## src/rtl/uart_pkg.sv

```systemverilog
// Shared UART definitions, used by the receiver, the transmitter and the
// receive FIFO so that all of them agree on the character width.
package uart_pkg;

    // Width of one UART character.
    localparam int UART_DATA_W = 8;

    // Width and ceiling of the saturating dropped-byte counter.
    localparam int                 OVF_CNT_W   = 8;
    localparam logic [OVF_CNT_W-1:0] OVF_CNT_MAX = '1;

endpackage : uart_pkg

```

## src/rtl/uart_fifo_mem.sv

```systemverilog
// Byte storage for the UART receive FIFO. Synchronous write and asynchronous
// read, so the head entry appears on rdata_o without waiting for a clock.
module uart_fifo_mem
    import uart_pkg::*;
#(
    parameter int  DEPTH = 16,
    localparam int AW    = $clog2(DEPTH)
) (
    input  logic                   clk,
    input  logic                   we_i,
    input  logic [AW-1:0]          waddr_i,
    input  logic [UART_DATA_W-1:0] wdata_i,
    input  logic [AW-1:0]          raddr_i,
    output logic [UART_DATA_W-1:0] rdata_o
);

    logic [UART_DATA_W-1:0] mem_q [DEPTH];

    // Write port: store the incoming byte at the write index.
    // NOTE: the array has no reset. Its contents are only ever read behind a
    // valid pointer range, so clearing it would cost logic and buy nothing.
    always_ff @(posedge clk) begin
        if (we_i) begin
            mem_q[waddr_i] <= wdata_i;
        end
    end

    assign rdata_o = mem_q[raddr_i];

endmodule : uart_fifo_mem

```

## src/rtl/uart_rx_fifo.sv

```systemverilog
// Receive FIFO behind the UART receiver: first-word-fall-through byte queue
// with a fill-level interrupt, synchronous flush and a sticky overrun flag
// plus saturating count of bytes dropped while the queue was full.
// DEPTH must be a power of two, at least 2.
module uart_rx_fifo
    import uart_pkg::*;
#(
    parameter int  DEPTH = 16,
    localparam int AW    = $clog2(DEPTH)
) (
    input  logic                   clk,
    input  logic                   rst,
    input  logic                   rx_valid,
    input  logic [UART_DATA_W-1:0] rx_data,
    input  logic                   cfg_flush,
    input  logic [AW:0]            cfg_thresh,
    input  logic                   ovf_clear,
    output logic                   out_valid,
    output logic [UART_DATA_W-1:0] out_data,
    input  logic                   out_ready,
    output logic [AW:0]            fifo_count,
    output logic                   fifo_full,
    output logic                   fifo_empty,
    output logic                   ovf,
    output logic [OVF_CNT_W-1:0]   ovf_cnt,
    output logic                   irq_thresh
);

    // Pointers carry one wrap bit: equal pointers mean empty, pointers that
    // differ only in the wrap bit mean full.
    localparam logic [AW:0] PTR_ONE  = (AW + 1)'(1);
    localparam logic [AW:0] FULL_XOR = {1'b1, {AW{1'b0}}};

    logic [AW:0]          wptr_q, wptr_d;
    logic [AW:0]          rptr_q, rptr_d;
    logic [AW:0]          count_q, count_d;
    logic                 ovf_q, ovf_d;
    logic [OVF_CNT_W-1:0] ovf_cnt_q, ovf_cnt_d;

    logic pop;
    logic push;
    logic drop;
    logic mem_we;

    // Status comes only from registered state; nothing bypasses the array.
    assign fifo_empty = (wptr_q == rptr_q);
    assign fifo_full  = ((wptr_q ^ rptr_q) == FULL_XOR);
    assign out_valid  = !fifo_empty;
    assign fifo_count = count_q;
    assign ovf        = ovf_q;
    assign ovf_cnt    = ovf_cnt_q;

    // A full FIFO still accepts a byte when the head leaves in the same cycle.
    assign pop    = out_valid && out_ready;
    assign push   = rx_valid && (!fifo_full || pop);
    assign drop   = rx_valid && fifo_full && !pop && !cfg_flush;
    assign mem_we = push && !cfg_flush;

    // A threshold above DEPTH can never be reached, so it never fires.
    assign irq_thresh = (cfg_thresh != '0) && (count_q >= cfg_thresh);

    uart_fifo_mem #(
        .DEPTH (DEPTH)
    ) u_mem (
        .clk     (clk),
        .we_i    (mem_we),
        .waddr_i (wptr_q[AW-1:0]),
        .wdata_i (rx_data),
        .raddr_i (rptr_q[AW-1:0]),
        .rdata_o (out_data)
    );

    // Next pointers and occupancy; flush wins over any same-cycle push or pop.
    // NOTE: every output of this block is given its hold value first, so no
    // path through the branches can leave a signal unassigned (no latches).
    always_comb begin
        wptr_d  = wptr_q;
        rptr_d  = rptr_q;
        count_d = count_q;
        if (cfg_flush) begin
            wptr_d  = '0;
            rptr_d  = '0;
            count_d = '0;
        end else begin
            if (push) wptr_d = wptr_q + PTR_ONE;
            if (pop)  rptr_d = rptr_q + PTR_ONE;
            case ({push, pop})
                2'b10:   count_d = count_q + PTR_ONE;
                2'b01:   count_d = count_q - PTR_ONE;
                default: count_d = count_q;
            endcase
        end
    end

    // Next overrun state; a clear coinciding with a drop records that drop.
    always_comb begin
        ovf_d     = ovf_q;
        ovf_cnt_d = ovf_cnt_q;
        if (ovf_clear) begin
            ovf_d     = drop;
            ovf_cnt_d = drop ? OVF_CNT_W'(1) : '0;
        end else if (drop) begin
            ovf_d = 1'b1;
            if (ovf_cnt_q != OVF_CNT_MAX) ovf_cnt_d = ovf_cnt_q + OVF_CNT_W'(1);
        end
    end

    // State registers with asynchronous active-low reset.
    // NOTE: non-blocking assignments here so every register samples the
    // pre-edge values computed above, independent of statement order.
    always_ff @(posedge clk or negedge rst) begin
        if (!rst) begin
            wptr_q    <= '0;
            rptr_q    <= '0;
            count_q   <= '0;
            ovf_q     <= 1'b0;
            ovf_cnt_q <= '0;
        end else begin
            wptr_q    <= wptr_d;
            rptr_q    <= rptr_d;
            count_q   <= count_d;
            ovf_q     <= ovf_d;
            ovf_cnt_q <= ovf_cnt_d;
        end
    end

endmodule : uart_rx_fifo

```

## config.mk

```make
export PLATFORM = sky130hd
export DESIGN_NAME = uart_rx_fifo
export DESIGN_NICKNAME = d
export VERILOG_FILES = /design/src/rtl/uart_pkg.sv /design/src/rtl/uart_fifo_mem.sv /design/src/rtl/uart_rx_fifo.sv
export SDC_FILE = /design/constraint.sdc
export NUM_CORES = 1
export LEC_CHECK = 0
export BUFFER_PORTS_ARGS = -buffer_cell sky130_fd_sc_hd__buf_2
export CAP_MARGIN = 20
export CORE_ASPECT_RATIO = 0.6
export CORE_MARGIN = 4
export CORE_UTILIZATION = 56
export CTS_BUF_LIST = sky130_fd_sc_hd__clkbuf_8
export DETAILED_ROUTE_END_ITERATION = 7
export HOLD_SLACK_MARGIN = 0.03
export PLACE_DENSITY = 0.74
export SETUP_SLACK_MARGIN = 0.1
export SLEW_MARGIN = 20
export SYNTH_ARGS = -nofsm -noshare
export SYNTH_HDL_FRONTEND = slang
export SYNTH_SLANG_ARGS = --single-unit
export TNS_END_PERCENT = 5
```

## constraint.sdc

```tcl
create_clock -name clk -period 5.63 [get_ports clk]
set_clock_uncertainty 0.05 [all_clocks]
set_input_delay 0.8445 -clock clk [delete_from_list [all_inputs] [get_ports clk]]
set_output_delay 0.8445 -clock clk [all_outputs]
set_load 0.1 [all_outputs]
```

# Word level (Yosys, flattened, before mapping)
# Memories as Yosys holds them, arrays and structs flattened.
# Index checks and enable logic that the tools add are counted.
[classes]
eq_ne = 5
addsub = 5
order_cmp = 1
n_mux = 14
reduce_logical = 19
bitwise = 1
[ops]
columns = ["cell", "n"]
rows = [
  ["two-way mux 5 bit", 5],
  ["two-way mux 8 bit", 3],
  ["adder 5 x 1 -> 5 bit (second input constant)", 3],
  ["one-hot mux 5 bit (2 select lines)", 1],
  ["adder 8 x 1 -> 8 bit (second input constant)", 1],
  ["inequality test 8 bit (second input constant)", 1],
  ["nonzero test 2 bit", 4],
  ["logical AND 1 bit", 7],
  ["== test 5 bit", 1],
  ["== test 5 bit (second input constant)", 1],
  [">= comparator 5 bit", 1],
  ["two-way mux 1 bit", 5],
  ["nonzero test 5 bit", 1],
  ["subtractor 5 x 1 -> 5 bit (second input constant)", 1],
  ["XOR 5 bit", 1],
  ["logical NOT 1 bit", 4],
  ["nonzero test 3 bit", 1],
  ["== test 2 x 1 -> 1 bit (second input constant)", 1],
  ["== test 2 bit (second input constant)", 1],
  ["AND reduction 2 bit", 1],
  ["logical OR 1 bit", 1],
]
[word_totals]
elab_cells = 51
mem_count = 1
register_bits = 24
mem_bits_rw = 128
[mem_list]
columns = ["name", "depth", "word_bits", "rd", "rd_ports_with_merged_regs", "wr", "line_no", "text"]
rows = [
  ["u_mem.mem_q", 16, 8, 1, 0, 1, "uart_fifo_mem.sv:17", "logic [UART_DATA_W-1:0] mem_q [DEPTH];"],
]

# Logic depth before layout (Yosys ltp)
[depth]
word_depth = 8
mapped_depth = 12
ltp_nobuf = 11

# By module
# From an unflattened synthesis, not the netlist that was laid out.
[unflattened]
cells_unflattened = 390
area_unflattened_um2 = 6598.8
[by_module_without_submodules]
columns = ["mod", "area_per_inst_um2", "cells_each", "n_inst"]
rows = [
  ["uart_fifo_mem", 4987.3, 221, 1],
  ["uart_rx_fifo", 1611.5, 169, 1],
]

# Worst setup path after synthesis
# Ideal clock, no wire load.
[synth_path]
path_type = "reg2out"
from = "register count_q[0], in the netlist fifo_count[0]"
to = "output port irq_thresh"
stages_incl_launch_ff = 8
t_arrival_ps = 3235
setup_slack_ps = 1500
path_cell_list = "dfrtp_1 -> inv_1 -> ha_1 -> nand2b_1 -> a21oi_1 -> nor2b_1 -> o21ai_0 -> a21oi_1"
[synth_between]
elab_chain_cells = 2
[synth_rtl]
columns = ["item", "line_no", "text"]
rows = [
  ["start, declared", "uart_rx_fifo.sv:36", "logic [AW:0] count_q, count_d;"],
  ["start signal, assigned", "uart_rx_fifo.sv:121", "count_q <= count_d;"],
  [">= comparator 5 bit", "uart_rx_fifo.sv:60", "assign irq_thresh = (cfg_thresh != '0) && (count_q >= cfg_thresh);"],
  ["logical AND 1 bit", "uart_rx_fifo.sv:60", ""],
  ["end, declared", "uart_rx_fifo.sv:26", "output logic irq_thresh"],
]
# No other way between the ends.

# Worst setup path after layout
[layout_path]
from = "register rptr_q[0]"
to = "output port out_data[0]"
[layout_between]
elab_chain_cells = 1
[layout_rtl]
columns = ["item", "line_no", "text"]
rows = [
  ["start, declared", "uart_rx_fifo.sv:35", "logic [AW:0] rptr_q, rptr_d;"],
  ["start signal, assigned", "uart_rx_fifo.sv:120", "rptr_q <= rptr_d;"],
  ["memory read (16 x 8 bit)", "n/a", ""],
  ["end, declared", "uart_rx_fifo.sv:19", "output logic [UART_DATA_W-1:0] out_data,"],
]
# No other way between the ends.

==> flow_metrics.env <==
export IMPL_synth_nets=426
export IMPL_rsz0062_at_grt="false"
export IMPL_fin_tns_setup_ns=0
export IMPL_cts_max_level=4
export IMPL_row_count=30
export IMPL_postRouteAntennaNets=0
export IMPL_setup_viol=0
export IMPL_core_area_um2=11490
export IMPL_clock_sinks=152
export IMPL_final_cell_mix="edfxtp_1, buf_2, mux4_2"
export IMPL_area_growth_pct=10.96
export IMPL_multi_input_area_um2=2074
export IMPL_cts_root_buf="clkbuf_8"
export IMPL_path_class="reg2out"
export IMPL_synth_edf_count=128
export IMPL_powerDensity_nw_per_um2=365.6
export IMPL_syn_inst=392
export IMPL_ir_drop_uv=181.0
export IMPL_ctsHoldBuffers=0
export IMPL_p_total_mw=2.709
export IMPL_power_switching_mw=0.8461
export IMPL_dr_pass1_iters=5
export IMPL_fin_crit_ns=4.061
export IMPL_vias=3656
export IMPL_grt_pass1_vias=3530
export IMPL_start_kind="register"
export IMPL_antenna_found_initial=0
export IMPL_vias_per_cell=5.984
export IMPL_critPathCaptureType="output pin"
export IMPL_hold_viol=0
export IMPL_cts_setup_buffers=0
export IMPL_syn_area_um2=6678
export IMPL_required_ns=4.74
export IMPL_p_leak_nw=2.569
export IMPL_synth_avg_cell_area_um2=17.03
export IMPL_synth_ff_type="edfxtp_1"
export IMPL_synth_seq_cells=152
export IMPL_chipHeight_um=92.59
export IMPL_status="complete, no violations"
export IMPL_gr_usage_all_layers=0.2104
export IMPL_drt_initial_drc_count=376
export IMPL_grt_pass1_wl_mm=21.18
export IMPL_power_frac_comb=0.225
export IMPL_hold_class="in2async"
export IMPL_clkTransAtPathRegs_ns=0.08
export IMPL_die_width_um=149.0
export IMPL_nFillCells=821
export IMPL_yosys_cell_types_count=51
export IMPL_dpl_hpwl_mm=8.939
export IMPL_worst_r2r_cell_count=12
export IMPL_die_area_um2=13790
export IMPL_maxSlewViolCount=0
export IMPL_cts_buffers=17
export IMPL_swShare=0.3124
export IMPL_critPathMaxFanout=26
export IMPL_r2r_start="rptr_q[1]"
export IMPL_gr_total_overflow=0
export IMPL_ys_warn_count=0
export IMPL_slew_headroom=0.2896
export IMPL_p_int_mw=1.863
export IMPL_arrival_ns=3.17
export IMPL_nNetsFinal=473
export IMPL_gp_congestion=0.8264
export IMPL_diodes=0
export IMPL_yosysSeqAreaShare=0.6655
export IMPL_drive_gt1_frac=0.2772
export IMPL_clk_latency_ns=0.44
export IMPL_initial_core_util=0.5814
export IMPL_io_pins=45
export IMPL_cts_resized_gates=0
export IMPL_fin_crit_sh=0.7213
export IMPL_final_common_cell="edfxtp_1"
export IMPL_regArea_um2=4446
export IMPL_tritoncts="built"
export IMPL_numPortBuffers=44
export IMPL_crit_path_start="rptr_q[0]"
export IMPL_seqPwrFrac=0.476
export IMPL_grt_max_degree=27
export IMPL_wirelength_mm=13.65
export IMPL_cts_buffer_depth=2
export IMPL_fmax_mhz=246.3
export IMPL_worst_slew_pin_slew_ns=1.062
export IMPL_drc=0
export IMPL_postLayoutCoreUtil=0.6451
export IMPL_clockPowerShare=0.299
export IMPL_wl_per_cell_um=22.34
export IMPL_maxCapViolCount=0
export IMPL_ys_async_sr_fraction=0.1579
## synthesized netlist by cell type (2+ instances only)
| master | instances | share of area |
|---|---|---|
| or2_2 | 2 | 0.0019 |
| a21oi_1 | 13 | 0.0097 |
| nor3_1 | 5 | 0.0037 |
| edfxtp_1 | 128 | 0.58 |
| nand3_1 | 6 | 0.0045 |
| xor2_1 | 4 | 0.0052 |
| xnor2_2 | 2 | 0.0049 |
| buf_6 | 3 | 0.0051 |
| xnor2_1 | 11 | 0.014 |
| or4_1 | 3 | 0.0034 |
| dfrtp_1 | 24 | 0.090 |
| nor4_1 | 2 | 0.0019 |
| buf_2 | 5 | 0.0037 |
| buf_1 | 2 | 0.0011 |
| nor2_1 | 34 | 0.019 |
| a31oi_1 | 2 | 0.0019 |
| a21boi_0 | 2 | 0.0022 |
| mux2i_1 | 5 | 0.0075 |
| xnor2_4 | 2 | 0.0082 |
| nand2_1 | 11 | 0.0062 |
| and2_1 | 2 | 0.0019 |
| o21ai_0 | 10 | 0.0075 |
| nor2b_1 | 2 | 0.0019 |
| ha_1 | 14 | 0.026 |
| clkbuf_1 | 10 | 0.0056 |
| a21o_1 | 2 | 0.0022 |
| or3_1 | 2 | 0.0019 |
| nand2b_1 | 3 | 0.0028 |
| nand4_1 | 5 | 0.0047 |
| mux4_2 | 40 | 0.13 |
| o31ai_1 | 3 | 0.0034 |
| inv_1 | 14 | 0.0079 |
## registers in the layout (all words and copies together) (netlist names)
register	flops
u_mem.mem_q	128
fifo_count	5
ovf	1
rptr_q	5
wptr_q	5
ovf_cnt	8
## final timing paths
path / endpoint / slack (ns)
max: out_data[0] / 1.57
min: fifo_count[3] / 0.35
max reg2reg: fifo_count[4] / 2.03
min reg2reg: ovf / 0.48
max in group asynchronous: rptr_q[0] / 4.76
min in group clk: ovf / 0.48
## cell type report
cell class                      count  area share
Clock buffer                       17     0.03158
Clock inverter                     14     0.01959
Timing Repair Buffer               49     0.03479
Multi-Input combinational cell    205      0.2800
Sequential cell                   152      0.6000
Inverter                           14    0.007092
Tap cell                          160     0.02702
## layer usage
metal,track usage,part of all wire,vias to the layer above
li1,-,-,1628
met1,0.3317,0.46,1861
met2,0.2903,0.45,156
met3,0.05868,0.085,11
met4,0.05484,0.0075,0
met5,0,0,-
## power by group through the flow
stage,clock network [mW],registers [mW],logic (mW)
final,0.810,1.29,0.608
after global routing,0.872,1.30,0.641
after CTS,0.823,1.29,0.609
after detailed placement,0,1.32,0.607
after global placement,0,1.32,0.595
after floorplan,0,1.34,0.472
## logic make-up (layout without fill, tap and decap cells)
family                     count (synthesis)  after routing  synth area share
buffers and inverters                     35             94           0.02455
DFF                                      152            152            0.6655
AOI/OAI and AO/OA                         41             41           0.03916
and+or+nand+nor                           84             84           0.06464
xor gates and xnor gates                  19             19           0.03279
adders and majority gates                 15             15           0.02923
muxes                                     46             46            0.1441
## per-stage QoR
step | hold WS [ns] | std cells | setup slack [ns] | cell area (um^2)
after floorplan | 0.4989 | 392 | 1.500 | 6678
after global placement | 0.4617 | 580 | 2.012 | 7030
after detailed placement | 0.4617 | 580 | 1.979 | 7030
after CTS | 0.3484 | 611 | 1.463 | 7410
after global routing | 0.3817 | 611 | 1.363 | 7410
final | 0.3522 | 611 | 1.569 | 7410
## critical path, stage by stage, from the launching register on
cell,delay [ns]
dfrtp_2,0.96
buf_4,0.39
mux4_2,0.55
mux4_2,0.50
buf_2,0.31
No activity file was read; power rests on OpenSTA's default activity.
